<file path="src/rtl/ks_note_sequencer.sv">
// Step sequencer feeding the Karplus-Strong string: plays NUM_STEPS {period, duration}
// entries at a tempo derived from the string's sample-rate enable.
module ks_note_sequencer #(
  parameter int NUM_STEPS   = 8,
  parameter int DATA_WIDTH  = 8,
  parameter int TEMPO_WIDTH = 16,
  parameter int PLUCK_WIDTH = 4,
  localparam int STEP_W     = $clog2(NUM_STEPS)
) (
  input  logic                   clk,
  input  logic                   rst_n,
  input  logic                   tick_en_i,
  input  logic                   wr_en_i,
  input  logic [STEP_W-1:0]      wr_addr_i,
  input  logic [DATA_WIDTH-1:0]  wr_period_i,
  input  logic [DATA_WIDTH-1:0]  wr_dur_i,
  input  logic                   start_i,
  input  logic                   stop_i,
  input  logic                   loop_en_i,
  input  logic [STEP_W-1:0]      last_step_i,
  input  logic [TEMPO_WIDTH-1:0] tempo_div_i,
  input  logic [PLUCK_WIDTH-1:0] pluck_len_i,
  output logic                   pluck_o,
  output logic [DATA_WIDTH-1:0]  period_o,
  output logic [STEP_W-1:0]      step_o,
  output logic                   busy_o,
  output logic                   done_o,
  output logic [1:0]             state_o
);

  localparam logic [1:0] ST_IDLE = 2'd0;
  localparam logic [1:0] ST_LOAD = 2'd1;
  localparam logic [1:0] ST_PLAY = 2'd2;
  localparam logic [1:0] ST_DONE = 2'd3;

  logic [1:0]             state;
  logic [DATA_WIDTH-1:0]  mem_period [NUM_STEPS];
  logic [DATA_WIDTH-1:0]  mem_dur    [NUM_STEPS];
  logic [TEMPO_WIDTH-1:0] tick_cnt;
  logic [DATA_WIDTH-1:0]  beat_left;
  logic [PLUCK_WIDTH-1:0] pluck_left;

  logic [DATA_WIDTH-1:0]  cur_period;
  logic [DATA_WIDTH-1:0]  cur_dur;
  logic                   beat_wrap;
  logic                   note_end;
  logic [1:0]             adv_state;
  logic [STEP_W-1:0]      adv_step;

  assign cur_period = mem_period[step_o];
  assign cur_dur    = mem_dur[step_o];
  // >= keeps the beat counter bounded if tempo_div_i is lowered mid-beat
  assign beat_wrap  = (tick_cnt >= tempo_div_i);
  assign note_end   = beat_wrap && (beat_left <= DATA_WIDTH'(1));

  assign busy_o  = (state != ST_IDLE);
  assign done_o  = (state == ST_DONE);
  assign state_o = state;

  // Where the sequence goes after the current step, using the live loop/last settings
  always_comb begin
    adv_state = ST_LOAD;
    adv_step  = step_o + STEP_W'(1);
    if (step_o == last_step_i) begin
      if (loop_en_i) begin
        adv_step = '0;
      end else begin
        adv_state = ST_DONE;
        adv_step  = step_o;
      end
    end
  end

  always_ff @(posedge clk) begin
    if (!rst_n) begin
      for (int i = 0; i < NUM_STEPS; i++) begin
        mem_period[i] <= '0;
        mem_dur[i]    <= '0;
      end
    end else if (wr_en_i) begin
      mem_period[wr_addr_i] <= wr_period_i;
      mem_dur[wr_addr_i]    <= wr_dur_i;
    end
  end

  always_ff @(posedge clk) begin
    if (!rst_n) begin
      state      <= ST_IDLE;
      pluck_o    <= 1'b0;
      period_o   <= '0;
      step_o     <= '0;
      tick_cnt   <= '0;
      beat_left  <= '0;
      pluck_left <= '0;
    end else if (stop_i) begin
      state   <= ST_IDLE;
      pluck_o <= 1'b0;
    end else if (start_i) begin
      state   <= ST_LOAD;
      step_o  <= '0;
      pluck_o <= 1'b0;
    end else begin
      case (state)
        ST_IDLE: pluck_o <= 1'b0;
        ST_LOAD: begin
          if (cur_dur == '0) begin
            pluck_o <= 1'b0;
            state   <= adv_state;
            step_o  <= adv_step;
          end else begin
            period_o   <= cur_period;
            pluck_o    <= 1'b1;
            tick_cnt   <= '0;
            beat_left  <= cur_dur;
            pluck_left <= pluck_len_i;
            state      <= ST_PLAY;
          end
        end
        ST_PLAY: begin
          if (tick_en_i) begin
            if (note_end) begin
              pluck_o <= 1'b0;
              state   <= adv_state;
              step_o  <= adv_step;
            end else begin
              if (beat_wrap) begin
                tick_cnt  <= '0;
                beat_left <= beat_left - DATA_WIDTH'(1);
              end else begin
                tick_cnt <= tick_cnt + TEMPO_WIDTH'(1);
              end
              if (pluck_left == '0) begin
                pluck_o <= 1'b0;
              end else begin
                pluck_left <= pluck_left - PLUCK_WIDTH'(1);
              end
            end
          end
        end
        ST_DONE: begin
          pluck_o <= 1'b0;
          state   <= ST_IDLE;
        end
        default: state <= ST_IDLE;
      endcase
    end
  end

endmodule

</file>
<file path="config.mk">
export PLATFORM = sky130hd
export DESIGN_NAME = ks_note_sequencer
export DESIGN_NICKNAME = d
export VERILOG_FILES = /design/src/rtl/ks_note_sequencer.sv
export SDC_FILE = /design/constraint.sdc
export NUM_CORES = 1
export LEC_CHECK = 0
export CORE_MARGIN = 2
export CORE_UTILIZATION = 30
export CTS_CLUSTER_SIZE = 8
export DETAILED_ROUTE_END_ITERATION = 7
export PLACE_DENSITY_LB_ADDON = 0.2
export REMOVE_ABC_BUFFERS = 1
export SETUP_SLACK_MARGIN = 0.02
export SYNTH_ARGS = -nofsm -noshare
export SYNTH_HDL_FRONTEND = slang
export SYNTH_SLANG_ARGS = --single-unit
export TNS_END_PERCENT = 30
</file>
<file path="constraint.sdc">
create_clock -name clk -period 2.69 [get_ports clk]
set_input_delay 0.538 -clock clk [delete_from_list [all_inputs] [get_ports clk]]
set_output_delay 0.538 -clock clk [all_outputs]
set_load 0.005 [all_outputs]
</file>
# Yosys cells after proc, flatten, opt, wreduce, memory -nomap -nowiden
# Memories as Yosys holds them, arrays and structs flattened. A register that Yosys moved wholly into a read port is not among the register bits.
# Cells that the tools add are included.
totals:
  output_inout_bits: 16
  in_bits: 49
  n_memories: 2
  elab_cells: 102
  regBits: 34
  mem_bits_rw: 128
mem_list:
  columns: ["memory", "depth", "width", "read_ports", "rd_ports_with_merged_regs", "wr", "line_no", "source"]
  rows:
  - ["mem_dur", 8, 8, 1, 1, 8, "38", "logic [DATA_WIDTH-1:0] mem_dur [NUM_STEPS];"]
  - ["mem_period", 8, 8, 1, 1, 8, "37", "logic [DATA_WIDTH-1:0] mem_period [NUM_STEPS];"]
op_classes:
  n_reduce_logical: 23
  n_eq_ne: 14
  n_bitwise: 4
  addsub: 4
  n_mux: 46
  order_cmp: 2
ops:
  columns: ["op", "count"]
  rows:
  - ["$mux 16", 4]
  - ["$mux 8", 6]
  - ["$pmux 16 s2", 1]
  - ["$mux 3", 10]
  - ["$add 16x1->16 const B", 1]
  - ["$ge 16x16->1", 1]
  - ["$mux 4", 4]
  - ["$pmux 8 s2", 1]
  - ["$reduce_or 8->1", 2]
  - ["$reduce_and 7->1", 2]
  - ["$ne 2x2->1 const B", 6]
  - ["$ne 3x3->1 const B", 4]
  - ["$mux 1", 11]
  - ["$mux 2", 5]
  - ["$le 8x1->1 const B", 1]
  - ["$logic_not 8->1", 1]
  - ["$pmux 4 s2", 1]
  - ["$sub 8x1->8 const B", 1]
  - ["$pmux 2 s3", 1]
  - ["$pmux 3 s2", 1]
  - ["$reduce_and 3->1", 2]
  - ["$reduce_and 6->1", 1]
  - ["$reduce_bool 3->1", 2]
  - ["$reduce_and 5->1", 1]
  - ["17 further kinds", 23]

# Longest topological paths before layout
logic_depth:
  depth_word: 8
  mapped_depth: 12
  ltp_nobuf: 9

# Worst setup path after synthesis
# Ideal clock, no wire load.
synth_timing:
  path_type: "input-to-reg"
  from: "in tempo_div_i[0]"
  to: "reg tick_cnt[0]"
  setup_ps: 75
  path_slack_ps: -192
  arrival_ps: 2807
  stages: 11
  path_buffers: 3
  required_time_ps: 2615
  path_cell_list: "ha_1 > nand2b_1 > a2111o_1 > nand3_2 > a31oi_2 > or3b_1 > buf_2 > or3_1 > clkbuf_1 > buf_2 > o22ai_1"
synth_between:
  elab_chain_len: 5
  elab_cells_between_ends: 8
  classes_between: "1 x order compare; 1 x eq/ne; 4 x mux; 2 x reduce/logical"
synth_rtl:
  columns: ["element", "line_no", "source"]
  rows:
  - ["start, declared", "21", "input logic [TEMPO_WIDTH-1:0] tempo_div_i,"]
  - ["$ge 16x16->1 (*)", "53", "assign beat_wrap = (tick_cnt >= tempo_div_i);"]
  - ["$mux 16", "126", "if (beat_wrap) begin"]
  - ["$mux 16", "121", "if (note_end) begin"]
  - ["$mux 16", "120", "if (tick_en_i) begin"]
  - ["$pmux 16 s2", "103", "case (state)"]
  - ["end signal, assigned", "130", "tick_cnt <= tick_cnt + TEMPO_WIDTH'(1);"]
  - ["end, declared", "39", "logic [TEMPO_WIDTH-1:0] tick_cnt;"]
# Mark *: on every way between the ends. The rest lies on a longest branch, timed or not. The select of a mux whose other input is x is not followed.
# A chain may end at the register's enable or synchronous reset.

# Worst setup path after layout
layout_timing:
  from: "reg tick_cnt[0]"
  to: "reg tick_cnt[0]"
layout_between:
  elab_chain_len: 5
  elab_cells_between_ends: 9
  classes_between: "1 x add/sub; 1 x order compare; 1 x eq/ne; 4 x mux; 2 x reduce/logical"
layout_rtl:
  columns: ["element", "line_no"]
  rows:
  - ["$add 16x1->16 or $ge 16x16->1 (tied branches)", "130, 53"]
  - ["$mux 16", "126"]
  - ["$mux 16", "121"]
  - ["$mux 16", "120"]
  - ["$pmux 16 s2", "103"]
# Several ways; a longest one is shown, not always the timed one. The select of a mux whose other input is x is not followed.

==> flow_summary_export.csv <==
group,metric,value,unit
global_route,grt_max_degree,36,
clock_network,clk_pin_slew,0.08,ns
clock_network,cts_root_buffer,"clkbuf_16",
routing,dr.pass1.iters,5,
critical_path,critPathKind,"reg2reg",
final_layout,multi_input_area,4300,µm²
critical_path,arrival,3.05,ns
power_and_ir_drop,comb_power_share,8.5,%
routing,wl_per_cell,18.2,µm
place,gp_congestion,0.768,
power_and_ir_drop,p_int,4.52,mW
power_and_ir_drop,vdd.ir_drop.worst,0.000343,V
synth,syn-cell-area,9000,µm²
power_and_ir_drop,total_leakage_power,4.26,nW
synth,ys_warn_count,0,
critical_path,timing.rr.start,"tick_cnt[0]",
power_and_ir_drop,clkPwrFrac,42.3,%
synth,yosys_register_bits,173,
final_layout,ff_latch_area,4750,µm²
sta,slew_violations,0,
place,hpwl,16300,µm
die,start_util,30.4,%
global_route,grt_pass1_wl,36800,µm
critical_path,regToRegEndpoint,"tick_cnt[0]",
sta,rsz0062_at_grt,"true",
sta,finalCritPeriodShare,99.7,%
routing,drtIter0Drc,410,
outcome,status,"complete, no violations",
final_layout,antenna_cells,0,
synth,netlist_instances,758,
sta,worst_slack,0.00761,ns
die,die_area,31400,µm²
synth,synth.distinct_cells,65,
clock_network,clockBufferDepth,2,
final_layout,drive_above_1_share,26.6,%
sta,relSlewSlack,15.4,%
global_route,antenna_found_initial,0,
die,io_pins,65,
synth,syn_area_per_cell,11.9,µm²
sta,final.setup_skew,0.0170,ns
final_layout,final_common_cell,"and2_1",
sta,tightest_slew,1.26,ns
critical_path,cp_max_fo,7,
critical_path,critPathCapture,"tick_cnt[0]",
critical_path,cp-startpoint,"tick_cnt[0]",
synth,synth_edf_count,128,
routing,via_per_inst,4.88,
synth,ys_seq_area_share,52.7,%
critical_path,reg2reg_depth,11,
die,core,29600,µm²
final_layout,fin_nets,969,
critical_path,reg2reg_slack,0.008,ns
place,placed_cells,1257,
clock_network,cts_tree,"built",
clock_network,clock_latency,0.45,ns
global_route,grt_overflow,0,
place,portBuffers,64,
power_and_ir_drop,switching_share,26.5,%
critical_path,worst_setup_path_end_kind,"register",
routing,detail-route-antenna-nets,0,
clock_network,numCtsBuffers,17,
sta,hold_viol,0,
routing,remaining_drc_errors,0,
synth,ys.flop_type,"edfxtp_1",
final_layout,areaGrowthSynthToFinish,29.6,%
routing,wirelength,23600,µm
global_route,grt_use_total,15.6,%
worst_hold_path,hold_depth,2,
power_and_ir_drop,power,6.15,mW
final_layout,fillers,2874,
clock_network,cts_hold_buf,0,
power_and_ir_drop,p_switching,1.63,mW
die,dieWidth,177,µm
die,rows,63,
synth,synthArstFlopShare,0,%
sta,setup_viol,0,
final_layout,most-common-layout-cells,"and2_1 (131), edfxtp_1 (128), buf_4 (84)",
clock_network,clock-sinks,173,
clock_network,htree_levels,4,
sta,fin_crit,2.68,ns
final_layout,stdcell_count,1297,
flow_run,drv_cap,0,
global_route,grt_pass1_vias,6527,
critical_path,required,3.06,ns
routing,vias,6334,
power_and_ir_drop,seqPwrFrac,49.2,%
die,die_y,177,µm
power_and_ir_drop,power.density,527,nW/µm²
place,place_ws,-0.804,ns
sta,max_freq,373,MHz
sta,whs,0.474,ns
critical_path,cp-start-kind,"register",
worst_hold_path,hp-class,"reg2reg",
critical path, stage by stage, from the launching register on:
cell and delay [ns]:
dfxtp_2 0.33, inv_2 0.08, ha_4 0.19, nand2b_4 0.13
a2111o_1 0.42, nand3_2 0.12, buf_6 0.11, a31oi_4 0.10
or3b_4 0.43, or3_4 0.40, buf_6 0.16, o22ai_1 0.14
how the worst min path moves through the flow:
stage / startpoint / endpoint / slack [ns]
2_1_floorplan: beat_left[4] / beat_left[4] / 0.44
3_3_place_gp: pluck_o / pluck_o / 0.46
3_5_place_dp: pluck_o / pluck_o / 0.47
4_1_cts: pluck_o / pluck_o / 0.48
5_1_grt: pluck_o / pluck_o / 0.50
6_report: pluck_o / pluck_o / 0.47
synthesized netlist by cell type (5+ instances only):
library cell,number,share of area [%]
a21oi_1,15,0.83
a31oi_1,5,0.35
and2_1,131,9.1
buf_2,7,0.39
clkbuf_1,22,0.92
dfxtp_1,45,10
edfxtp_1,128,43
ha_1,26,3.6
inv_1,31,1.3
mux2_2,9,1.1
mux2i_1,30,3.3
mux4_2,28,7.0
nand2_1,40,1.7
nand2b_1,6,0.42
nand3_1,21,1.2
nand3b_1,7,0.58
nand4_1,6,0.42
nor2_1,53,2.2
nor3_1,19,1.1
o21ai_0,18,1.0
o21ai_1,7,0.39
o22ai_1,7,0.49
o311ai_0,14,1.4
o41ai_1,5,0.49
or3_1,7,0.49
registers in the layout, summed over array words and instances, names as in the netlist, named ones only:
name and count:
tick_cnt 16, mem_dur 64, step_o 3, pluck_left 4, period_o 8, pluck_o 1
state_o 2, beat_left 8, mem_period 64
final cells by class:
type | count | share of cell area [%]
sequential | 173 | 40.7
multi-input combinational | 515 | 36.8
timing repair buffer | 156 | 11.9
tap | 390 | 4.18
clock buffer | 17 | 3.65
clock inverter | 15 | 1.73
inverter | 31 | 0.998
metrics by stage:
stage / util, % / setup TNS, ns / instance area [µm²]
2_1_floorplan: - / -8.58 / 8760
3_3_place_gp: 35.8 / -23.55 / 10600
3_5_place_dp: 35.8 / -24.39 / 10600
4_1_cts: 38.4 / 0 / 11400
5_1_grt: 39.5 / -0.308 / 11700
6_report: 39.5 / 0 / 11700
cell families (layout without fill, tap and decap cells):
logic type	count (synthesis)	after routing	share of synthesized area, %
AND/OR/NAND/NOR	317	318	19.8
flip-flops	173	173	52.7
AO/OA/AOI/OAI	101	101	8.16
buffers and inverters	71	219	3.89
multiplexers	67	67	11.5
adder cells (fa/ha/maj)	26	26	3.62
XOR/XNOR	3	3	0.292
power by group through the flow:
| stage | combinational, mW | clock, mW | sequential [mW] |
|---|---|---|---|
| 6_report | 0.519 | 2.60 | 3.03 |
| 5_1_grt | 0.570 | 2.74 | 3.04 |
| 4_1_cts | 0.514 | 2.66 | 3.03 |
| 3_5_place_dp | 0.502 | 0 | 3.09 |
| 3_3_place_gp | 0.499 | 0 | 3.09 |
| 2_1_floorplan | 0.227 | 0 | 3.08 |
routing by layer:
metal	up-vias	wire, µm	share of wire (%)	GRT usage [%]
met5	-	0	0	0
met4	0	253	1.1	3.44
met3	16	791	3.3	3.03
met2	115	11400	48	25.9
met1	3116	11200	47	21.1
li1	3087	-	-	-
timing repair:
action | CTS | global route
cloned | 0 | 1
endpoints found under the setup margin | 34 | 34
setup buffers | 0 | 7
resized for setup | 43 | 61
pin swaps | 21 | 25
Power figures use the tool's default switching activity.
